$ cat src/rtl/tick_timer.sv
// tick_timer: memory-mapped prescaled 16-bit down-counter with level expiry interrupt
module tick_timer #(
  parameter int RV = 16,
  parameter int PW = 16
) (
  input  logic          clk,
  input  logic          reset,
  input  logic [3:0]    io_addr,
  input  logic          io_write,
  input  logic          io_read,
  input  logic [RV-1:0] io_wdata,
  output logic [RV-1:0] io_rdata,
  output logic          interrupt
);
  logic          en, periodic, ie, expired, overrun;
  logic [PW-1:0] prescale, pc;
  logic [RV-1:0] reload, count;
  logic          wr_ctrl, wr_prescale, wr_reload, wr_count, wr_status;
  logic          run, tick, expire, unused_rd;
  logic [1:0]    clr;
  assign wr_ctrl     = io_write & (io_addr == 4'd0);
  assign wr_prescale = io_write & (io_addr == 4'd1);
  assign wr_reload   = io_write & (io_addr == 4'd2);
  assign wr_count    = io_write & (io_addr == 4'd3);
  assign wr_status   = io_write & (io_addr == 4'd4);
  assign unused_rd   = io_read;
  // A CTRL write clearing EN stops the prescaler in that very cycle, suppressing any tick.
  assign run    = en & ~(wr_ctrl & ~io_wdata[0]);
  assign tick   = run & (pc == prescale);
  assign expire = tick & ~wr_count & (count == '0);
  assign clr    = wr_status ? io_wdata[1:0] : 2'b00;
  // Register state: bus writes take priority over the countdown; status set beats clear.
  always_ff @(posedge clk) begin
    if (reset) begin
      en       <= 1'b0;
      periodic <= 1'b0;
      ie       <= 1'b0;
      prescale <= '0;
      reload   <= '0;
      count    <= '0;
      pc       <= '0;
      expired  <= 1'b0;
      overrun  <= 1'b0;
    end else begin
      en       <= wr_ctrl ? io_wdata[0] : (expire & ~periodic) ? 1'b0 : en;
      periodic <= wr_ctrl ? io_wdata[1] : periodic;
      ie       <= wr_ctrl ? io_wdata[2] : ie;
      prescale <= wr_prescale ? io_wdata[PW-1:0] : prescale;
      reload   <= wr_reload ? io_wdata : reload;
      count    <= wr_count ? io_wdata : !tick ? count : (count != '0) ? count - RV'(1) : periodic ? reload : count;
      pc       <= (wr_count | (wr_ctrl & io_wdata[0] & ~en) | tick | (wr_prescale & (io_wdata[PW-1:0] < pc))) ? '0 :
                  run ? pc + PW'(1) : pc;
      expired  <= expire | (expired & ~clr[0]);
      overrun  <= (expire & expired & ~clr[0]) | (overrun & ~clr[1]);
    end
  end
  assign io_rdata  = (io_addr == 4'd0) ? RV'({ie, periodic, en}) :
                     (io_addr == 4'd1) ? RV'(prescale) :
                     (io_addr == 4'd2) ? reload :
                     (io_addr == 4'd3) ? count :
                     (io_addr == 4'd4) ? RV'({overrun, expired}) : '0;
  assign interrupt = ie & expired;
endmodule

$ cat config.mk
export PLATFORM = sky130hd
export DESIGN_NAME = tick_timer
export DESIGN_NICKNAME = d
export VERILOG_FILES = /design/src/rtl/tick_timer.sv
export SDC_FILE = /design/constraint.sdc
export NUM_CORES = 1
export LEC_CHECK = 0
export CORE_ASPECT_RATIO = 0.7
export CORE_MARGIN = 2
export CORE_UTILIZATION = 40
export CTS_BUF_LIST = sky130_fd_sc_hd__clkbuf_16
export CTS_CLUSTER_SIZE = 14
export DETAILED_ROUTE_END_ITERATION = 10
export DONT_BUFFER_PORTS = 1
export GPL_ROUTABILITY_DRIVEN = 0
export REMOVE_ABC_BUFFERS = 1
export SLEW_MARGIN = 30
export SYNTH_ARGS = -nofsm -noshare
export SYNTH_HDL_FRONTEND = slang
export SYNTH_SLANG_ARGS = --single-unit
$ cat constraint.sdc
create_clock -name clk -period 2.71 [get_ports clk]
set_input_delay 0.271 -clock clk [delete_from_list [all_inputs] [get_ports clk]]
set_output_delay 0.271 -clock clk [all_outputs]
set_load 0.05 [all_outputs]
==> parameters.txt, run 1 <==
Parameter                              Value

Finish
  Number of inserted diodes ... 0
  Commonest cells after routing, fill and taps aside ... sky130_fd_sc_hd__nand2_1, sky130_fd_sc_hd__nor2_1, sky130_fd_sc_hd__dfxtp_1
  Most common cell after layout, fill and taps aside ... sky130_fd_sc_hd__nand2_1
  Proportion of layout cells with a drive suffix above 1 ... 0.135
  Final standard cell utilization of the core ... 0.467
  Net count reported at finish ... approximately 620
  Area added between synthesis and finish ... 14.0%
  # fillers ... between 1000 and 1500

STA
  Final Cycle Share ... 0.888
  Slew Limit Fails ... 0
  Clock Skews ... 0.00595 ns
  Relative slew slack ... 0.499
  Post-layout minimum cycle time ... around 2.4 ns
  Final hold violation count ... 0
  Pin slew with the least headroom to its limit ... roughly 0.75 ns
  RSZ-0062 raised after global routing ... false
  Number of failing setup endpoints in the final timing report ... 0
  Fin Hold WS ... ~0.033 ns
  Aggregate negative setup slack ... 0 ns
  Achievable frequency ... about 0.42 GHz

Power and ir drop
  Total power draw ... about 2.7 mW
  Net load switching power ... between 600 and 700 uW
  Combinational share of power ... 0.138
  Portion of total power attributed to the clock network ... 0.469
  Worst-case vdd ir drop ... between 300 and 400 uV
  Cell-internal power ... 1.97 mW
  Fraction of power spent switching nets ... 0.259
  Power density of the placed cells ... 518 mW/mm^2
  Leakage power ... around 1.9 nW
  Sequential cell fraction of total power ... 0.393

Synth
  Count of state elements after synthesis ... 69
  Post-synth design cell area ... approximately 0.0045 sq mm
  Post-synthesis cell type count ... 67
  Syn_area_per_cell ... 7.92 sq um
  Synth Warn # ... 0
  Fraction of registers with async set/reset ... 0
  Post-synth EDFFs ... 0
  Gate count after technology mapping ... about 570
  Sequential element share of the synthesized area ... 0.308
  Top_reg_cell synth ... sky130_fd_sc_hd__dfxtp_1

Worst setup path
  Most Frequent Cell on Critical Path ... sky130_fd_sc_hd__a211oi_1
  Critical path's top delay family ... compound AO/OA/AOI/OAI gates
  Data required time at the worst endpoint ... 2.92 ns
  Setup crit end kind ... register
  Endpoint arrival time on the critical path ... about 2.6 ns
  Critical path, cell by cell ... inv_1 > ha_1 > a211oi_1 > o211ai_1 > a211oi_1 > o41ai_1 > o211ai_4 > nor2_1
  Number of buffers and inverters on the critical path ... 1
  Startpoint class of the critical path ... register
  Critical path peak fanout ... 16
  Highest-delay cell along the critical path ... sky130_fd_sc_hd__o211ai_4
  Worst setup path class ... reg -> reg
  Crit path largest cell delay ... roughly 0.46 ns

Place
  Dpl hpwl ... 9.90 mm
  Count of buffers from port buffering ... 0

Routing
  Number of routed nets with antenna violations ... 0
  Number of detailed-routing iterations run before antenna repair ... 5
  Total via count after detailed routing ... around 4300
  WL per Instance ... ~19 microns
  Residual DRC count ... 0
  Number of DRC markers after the initial detailed-route iteration ... 275
  Drt via density ... around 5.8
  Final wirelength ... about 14 mm

Hold path
  Hold Crit Class ... in -> reg

Clocking
  CTS tree ... yes
  Total clock buffers created by CTS ... 9
  Post-CTS setup buffers ... 0
  CTS H-tree lvls ... 3
  Root buffer cell ... sky130_fd_sc_hd__clkbuf_16
  Clock Sink Count ... 69
  Clock Latency Late Sink ... ~0.34 ns
  Clk slew on worst S/H paths ... around 0.06 ns
  Maximum clock path buffer count ... 2

Global route
  Vias in the first global route ... 3882
  Pin count of the biggest net entering global routing ... 30
  Antenna violations before repair ... 0
  Total track usage ... 0.239
  Global-route wire length before repair ... ~22 mm
  Overflow after GRT ... 0

Floorplanning
  Core region area ... around 0.011 sq mm
  Die outline height ... 92.7 microns
  Top-level I/O count ... between 40 and 50
  Num rows ... 32
  Die Outline Area ... about 0.012 sq mm
  Width of the die ... between 100 and 150 microns
  Starting density of the core ... 0.409

Run status
  Run status ... finished, final reports clean

Job
  Number of maximum-capacitance violations ... 0
## per-layer routing
layer	share of wire	track usage	up-vias
met2	0.42	0.332	185
met1	0.47	0.356	2040
met4	0.017	0.0691	0
met3	0.097	0.0664	17
li1	-	-	2023
met5	0	0	-
## layout make-up
| class | instances | area (sq um) | share of cell area |
|---|---|---|---|
| tap | 153 | 191 | 0.0374 |
| sequential | 69 | 1380 | 0.270 |
| clock buffer | 9 | 225 | 0.0440 |
| inverter | 28 | 105 | 0.0205 |
| timing repair buffer | 33 | 270 | 0.0528 |
| clock inverter | 7 | 81.3 | 0.0159 |
| multi-input combinational | 439 | 2860 | 0.560 |
## kinds of logic after synthesis
group	synth area share
buf+inv	0.0568
compound gates	0.198
flops	0.308
mux	0.0574
simple gates	0.262
xor+xnor	0.0682
fa+ha+maj	0.0501
## synthesized netlist by cell type, drive strengths merged, types with 3 or more instances
library cell  number  area [sq um]
dfxtp             69          1380
o31ai              7          57.6
nand4              9          62.6
nor3b              4          35.0
ha                18           225
a21oi             49           257
o211ai             6          50.1
a211oi             9          67.6
nor4              11           121
o21ai             14          81.3
and3               5          31.3
xor2              20           175
nor2              69           259
xnor2             15           131
nand3             12          72.6
buf               12          78.8
nand2b             4          25.0
and2               3          21.3
mux2              12           135
clkbuf            19          71.3
nor3              15          80.1
a21o               8          60.1
nand2             90           338
mux2i             10           100
a22oi             14           105
inv               27           101
## stage by stage
| step | setup WS (ns) | std cells | cell area [sq um] |
|---|---|---|---|
| final | 0.303 | 738 | 5120 |
| after global routing | 0.0740 | 738 | 5120 |
| after CTS | 0.194 | 737 | 5100 |
| after detailed placement | 0.229 | 717 | 4740 |
| after global placement | 0.303 | 717 | 4740 |
| after floorplan | 0.460 | 536 | 4340 |
## what timing repair did
action / 4_1_cts / 5_1_grt
endpoints found under the setup margin: 0 / 16
hold buffers: 4 / 1
resized for setup: 0 / 1
hold endpoints to repair: 29 / 1
## worst register-to-register path: stages, from the launching register on
cell and delay [ns]:
sky130_fd_sc_hd__dfxtp_1 0.40, sky130_fd_sc_hd__inv_1 0.07, sky130_fd_sc_hd__ha_1 0.31, sky130_fd_sc_hd__a211oi_1 0.21
sky130_fd_sc_hd__o211ai_1 0.16, sky130_fd_sc_hd__a211oi_1 0.36, sky130_fd_sc_hd__o41ai_1 0.19, sky130_fd_sc_hd__o211ai_4 0.46
sky130_fd_sc_hd__nor2_1 0.11
## path summary, 6_finish.rpt
check	slack [ns]	from	cells past startpoint	to
setup / recovery	0.30	pc[13]$_SDFFE_PP0P_	8	pc[2]$_SDFFE_PP0P_
hold / removal	0.03	reset	1	overrun$_SDFF_PP0_
setup reg to reg	0.30	pc[13]$_SDFFE_PP0P_	8	pc[2]$_SDFFE_PP0P_
hold reg to reg	0.47	reload[15]$_SDFFE_PP0P_	2	reload[15]$_SDFFE_PP0P_
## power by group through the flow
stage                     clock [mW]  sequential (mW)  combinational [mW]
after CTS                       1.27             1.04               0.358
final                           1.25             1.04               0.365
after global placement             0             1.06               0.327
after floorplan                    0             1.06               0.250
after detailed placement           0             1.06               0.335
after global routing            1.31             1.04               0.403
## registers in the layout (all words and copies together), names as in the netlist
name,count
reload,16
expired,1
ie,1
en,1
periodic,1
prescale,16
overrun,1
count,16
pc,16
(Power assumes the default switching activity.)
==> run 2: changes to the inputs <==
--- a/config.mk
+++ b/config.mk
@@ -13,6 +13,7 @@
 export DETAILED_ROUTE_END_ITERATION = 10
 export DONT_BUFFER_PORTS = 1
 export GPL_ROUTABILITY_DRIVEN = 0
+export HOLD_SLACK_MARGIN = 0.08
 export REMOVE_ABC_BUFFERS = 1
 export SLEW_MARGIN = 30
 export SYNTH_ARGS = -nofsm -noshare
==> run 2 against run 1 <==
Net effect: fmax increased by 0.22%; cell count increased by 1.6%; non-clock buffer count increased by 12; count of clock-buffer cells in the layout unchanged; hold slack improved by 0.062 ns; critical endpoint unchanged; largest cell class unchanged; largest power group unchanged.
==> parameters.txt, run 2 (synthesis results as in run 1) <==
Parameter                              Value

Clocking
  Total clock buffers created by CTS ... 9 (unchanged)
  CTS tree ... yes
  Clock Sink Count ... 69 (unchanged)
  Root buffer cell ... sky130_fd_sc_hd__clkbuf_16
  Clk slew on worst S/H paths ... 0.06 ns (about the same)
  Clock Latency Late Sink ... 0.34 ns (about the same)
  Maximum clock path buffer count ... 2 (unchanged)
  Post-CTS setup buffers ... 0 (unchanged)
  CTS H-tree lvls ... 3 (unchanged)

Routing
  WL per Instance ... 18.8 microns (-1.1%)
  Residual DRC count ... 0 (unchanged)
  Number of routed nets with antenna violations ... 0 (unchanged)
  Drt via density ... 5.71 (-1.2%)
  Number of detailed-routing iterations run before antenna repair ... 7 (+2)
  Final wirelength ... 14.1 mm (+0.54%)
  Number of DRC markers after the initial detailed-route iteration ... 329 (+20%)
  Total via count after detailed routing ... 4283 (+0.42%)

Hold path
  Hold Crit Class ... in -> reg
  Number of cells on the worst hold path ... 2 (+1)
  Min-Delay Endpoint ... count[10]$_SDFFE_PP0P_
  Worst hold path startpoint ... io_wdata[10]

STA
  Achievable frequency ... 0.416 GHz (+0.22%)
  Smallest setup slack after layout ... 0.308 ns (+0.00518 ns)
  Aggregate negative setup slack ... 0 ns (unchanged)
  Fin Hold WS ... 0.0952 ns (+0.0617 ns)
  Final Cycle Share ... 0.886 (-0.00191)
  Clock Skews ... 0.00574 ns (-0.000213 ns)
  Number of failing setup endpoints in the final timing report ... 0 (unchanged)
  Final hold violation count ... 0 (unchanged)
  Pin slew with the least headroom to its limit ... 0.750 ns (-0.00124 ns)
  Relative slew slack ... 0.500 (+0.000828)
  RSZ-0062 raised after global routing ... false
  Post-layout minimum cycle time ... 2.40 ns (-0.00518 ns)
  Slew Limit Fails ... 0 (unchanged)

Worst setup path
  Data required time at the worst endpoint ... 2.92 ns (about the same)
  Setup crit end kind ... register
  Worst R2R Path Depth ... 8 (unchanged)
  Startpoint class of the critical path ... register
  Critical path peak fanout ... 16 (unchanged)
  Crit Reg-Reg Startpoint ... pc[13]$_SDFFE_PP0P_
  Capturing point of the worst reg2reg path ... pc[2]$_SDFFE_PP0P_
  Endpoint arrival time on the critical path ... 2.61 ns (about the same)
  Worst setup path class ... reg -> reg
  Worst reg2reg setup slack ... 0.31 ns (about the same)

Finish
  # fillers ... 1112 (+0.27%)
  Area added between synthesis and finish ... 16.6%
  Number of inserted diodes ... 0 (unchanged)
  Proportion of layout cells with a drive suffix above 1 ... 0.132 (-0.00271)
  Commonest cells after routing, fill and taps aside ... sky130_fd_sc_hd__nand2_1, sky130_fd_sc_hd__nor2_1, sky130_fd_sc_hd__dfxtp_1
  Most common cell after layout, fill and taps aside ... sky130_fd_sc_hd__nand2_1
  Net count reported at finish ... 634 (+1.9%)
  Layout Cells excl Fill ... 750 (+1.6%)

Global route
  Antenna violations before repair ... 0 (unchanged)
  Pin count of the biggest net entering global routing ... 47 (+57%)
  Global-route wire length before repair ... 21.9 mm (about the same)
  Overflow after GRT ... 0 (unchanged)
  Total track usage ... 0.240 (+0.000365)
  Vias in the first global route ... 3957 (+1.9%)

Place
  Setup slack after placement ... 0.229 ns (unchanged)
  Count of buffers from port buffering ... 0 (unchanged)
  Cells after DPL ... 717 (unchanged)
  Dpl hpwl ... 9.90 mm (unchanged)

Job
  Number of maximum-capacitance violations ... 0 (unchanged)

Floorplanning
  Top-level I/O count ... 41 (unchanged)
  Starting density of the core ... 0.409 (unchanged)
  Num rows ... 32 (unchanged)
  Die Outline Area ... 0.0121 sq mm (unchanged)
  Width of the die ... 131 microns (unchanged)
  Die outline height ... 92.7 microns (unchanged)
  Core region area ... 0.0110 sq mm (unchanged)

Power and ir drop
  Leakage power ... 1.95 nW (+2.6%)
  Power density of the placed cells ... 512 mW/mm^2 (-1.3%)
  Worst-case vdd ir drop ... 320 uV (-0.24%)
  Total power draw ... 2.68 mW (+1.0%)

Run status
  Run status ... finished, final reports clean
run 2: cell types whose count changed in the layout (fill, tap and decap cells not counted):
cell                            before  now
sky130_fd_sc_hd__dlygate4sd3_1       4   16
run 2: power by group:
| part | total, mW | switching [mW] | internal, mW |
|---|---|---|---|
| combinational | 0.384 | 0.226 | 0.158 |
| sequential | 1.04 | 0.0163 | 1.03 |
| clock | 1.25 | 0.460 | 0.793 |
run 2: area by class of cell:
class                      count  area [sq um]  share of cell area
clock buffer                   9           225              0.0430
clock inverter                 7          81.3              0.0155
inverter                      28           105              0.0201
multi-input combinational    439          2860               0.547
sequential                    69          1380               0.264
tap                          153           191              0.0365
timing repair buffer          45           390              0.0745
run 2: how the worst max path moves through the flow:
stage                               start                     to  slack [ns]
global placement      pc[13]$_SDFFE_PP0P_     pc[9]$_SDFFE_PP0P_        0.30
finish                pc[13]$_SDFFE_PP0P_     pc[2]$_SDFFE_PP0P_        0.31
CTS                   pc[13]$_SDFFE_PP0P_     pc[2]$_SDFFE_PP0P_        0.19
global route          pc[13]$_SDFFE_PP0P_     pc[2]$_SDFFE_PP0P_        0.07
detailed placement    pc[13]$_SDFFE_PP0P_     pc[8]$_SDFFE_PP0P_        0.23
floorplan           count[0]$_SDFFE_PP0P_  count[9]$_SDFFE_PP0P_        0.46
run 2: critical path, stage by stage, from the launching register on:
cell and delay, ns:
sky130_fd_sc_hd__dfxtp_1 0.40, sky130_fd_sc_hd__inv_1 0.06, sky130_fd_sc_hd__ha_1 0.30, sky130_fd_sc_hd__a211oi_1 0.21, sky130_fd_sc_hd__o211ai_1 0.16, sky130_fd_sc_hd__a211oi_1 0.36, sky130_fd_sc_hd__o41ai_1 0.18, sky130_fd_sc_hd__o211ai_4 0.46
sky130_fd_sc_hd__nor2_1 0.11
run 2: timing repair:
item                       CTS  global route
hold endpoints to repair    46             0
resized for setup            0             1
setup endpoints to repair    0            16
hold buffers                17             0
run 2: layer usage:
| metal | wire (microns) | vias up | GRT usage |
|---|---|---|---|
| met2 | 5990 | 192 | 0.339 |
| met5 | 0 | - | 0 |
| met3 | 1130 | 29 | 0.0624 |
| li1 | - | 2051 | - |
| met4 | 436 | 0 | 0.0966 |
| met1 | 6560 | 2011 | 0.343 |
run 2: metrics by stage:
step	cell area [sq um]	utilization
final	5240	0.478
after global routing	5240	0.478
after CTS	5230	0.477
after detailed placement	4740	0.432
after global placement	4740	0.432
after floorplan	4340	-
==> run 3: changes to the inputs <==
--- a/config.mk
+++ b/config.mk
@@ -5,6 +5,7 @@
 export SDC_FILE = /design/constraint.sdc
 export NUM_CORES = 1
 export LEC_CHECK = 0
+export CAP_MARGIN = 0
 export CORE_ASPECT_RATIO = 0.7
 export CORE_MARGIN = 2
 export CORE_UTILIZATION = 40
==> results of run 3 <==
No change in the layout: final DEF, timing and power equal those of run 2.
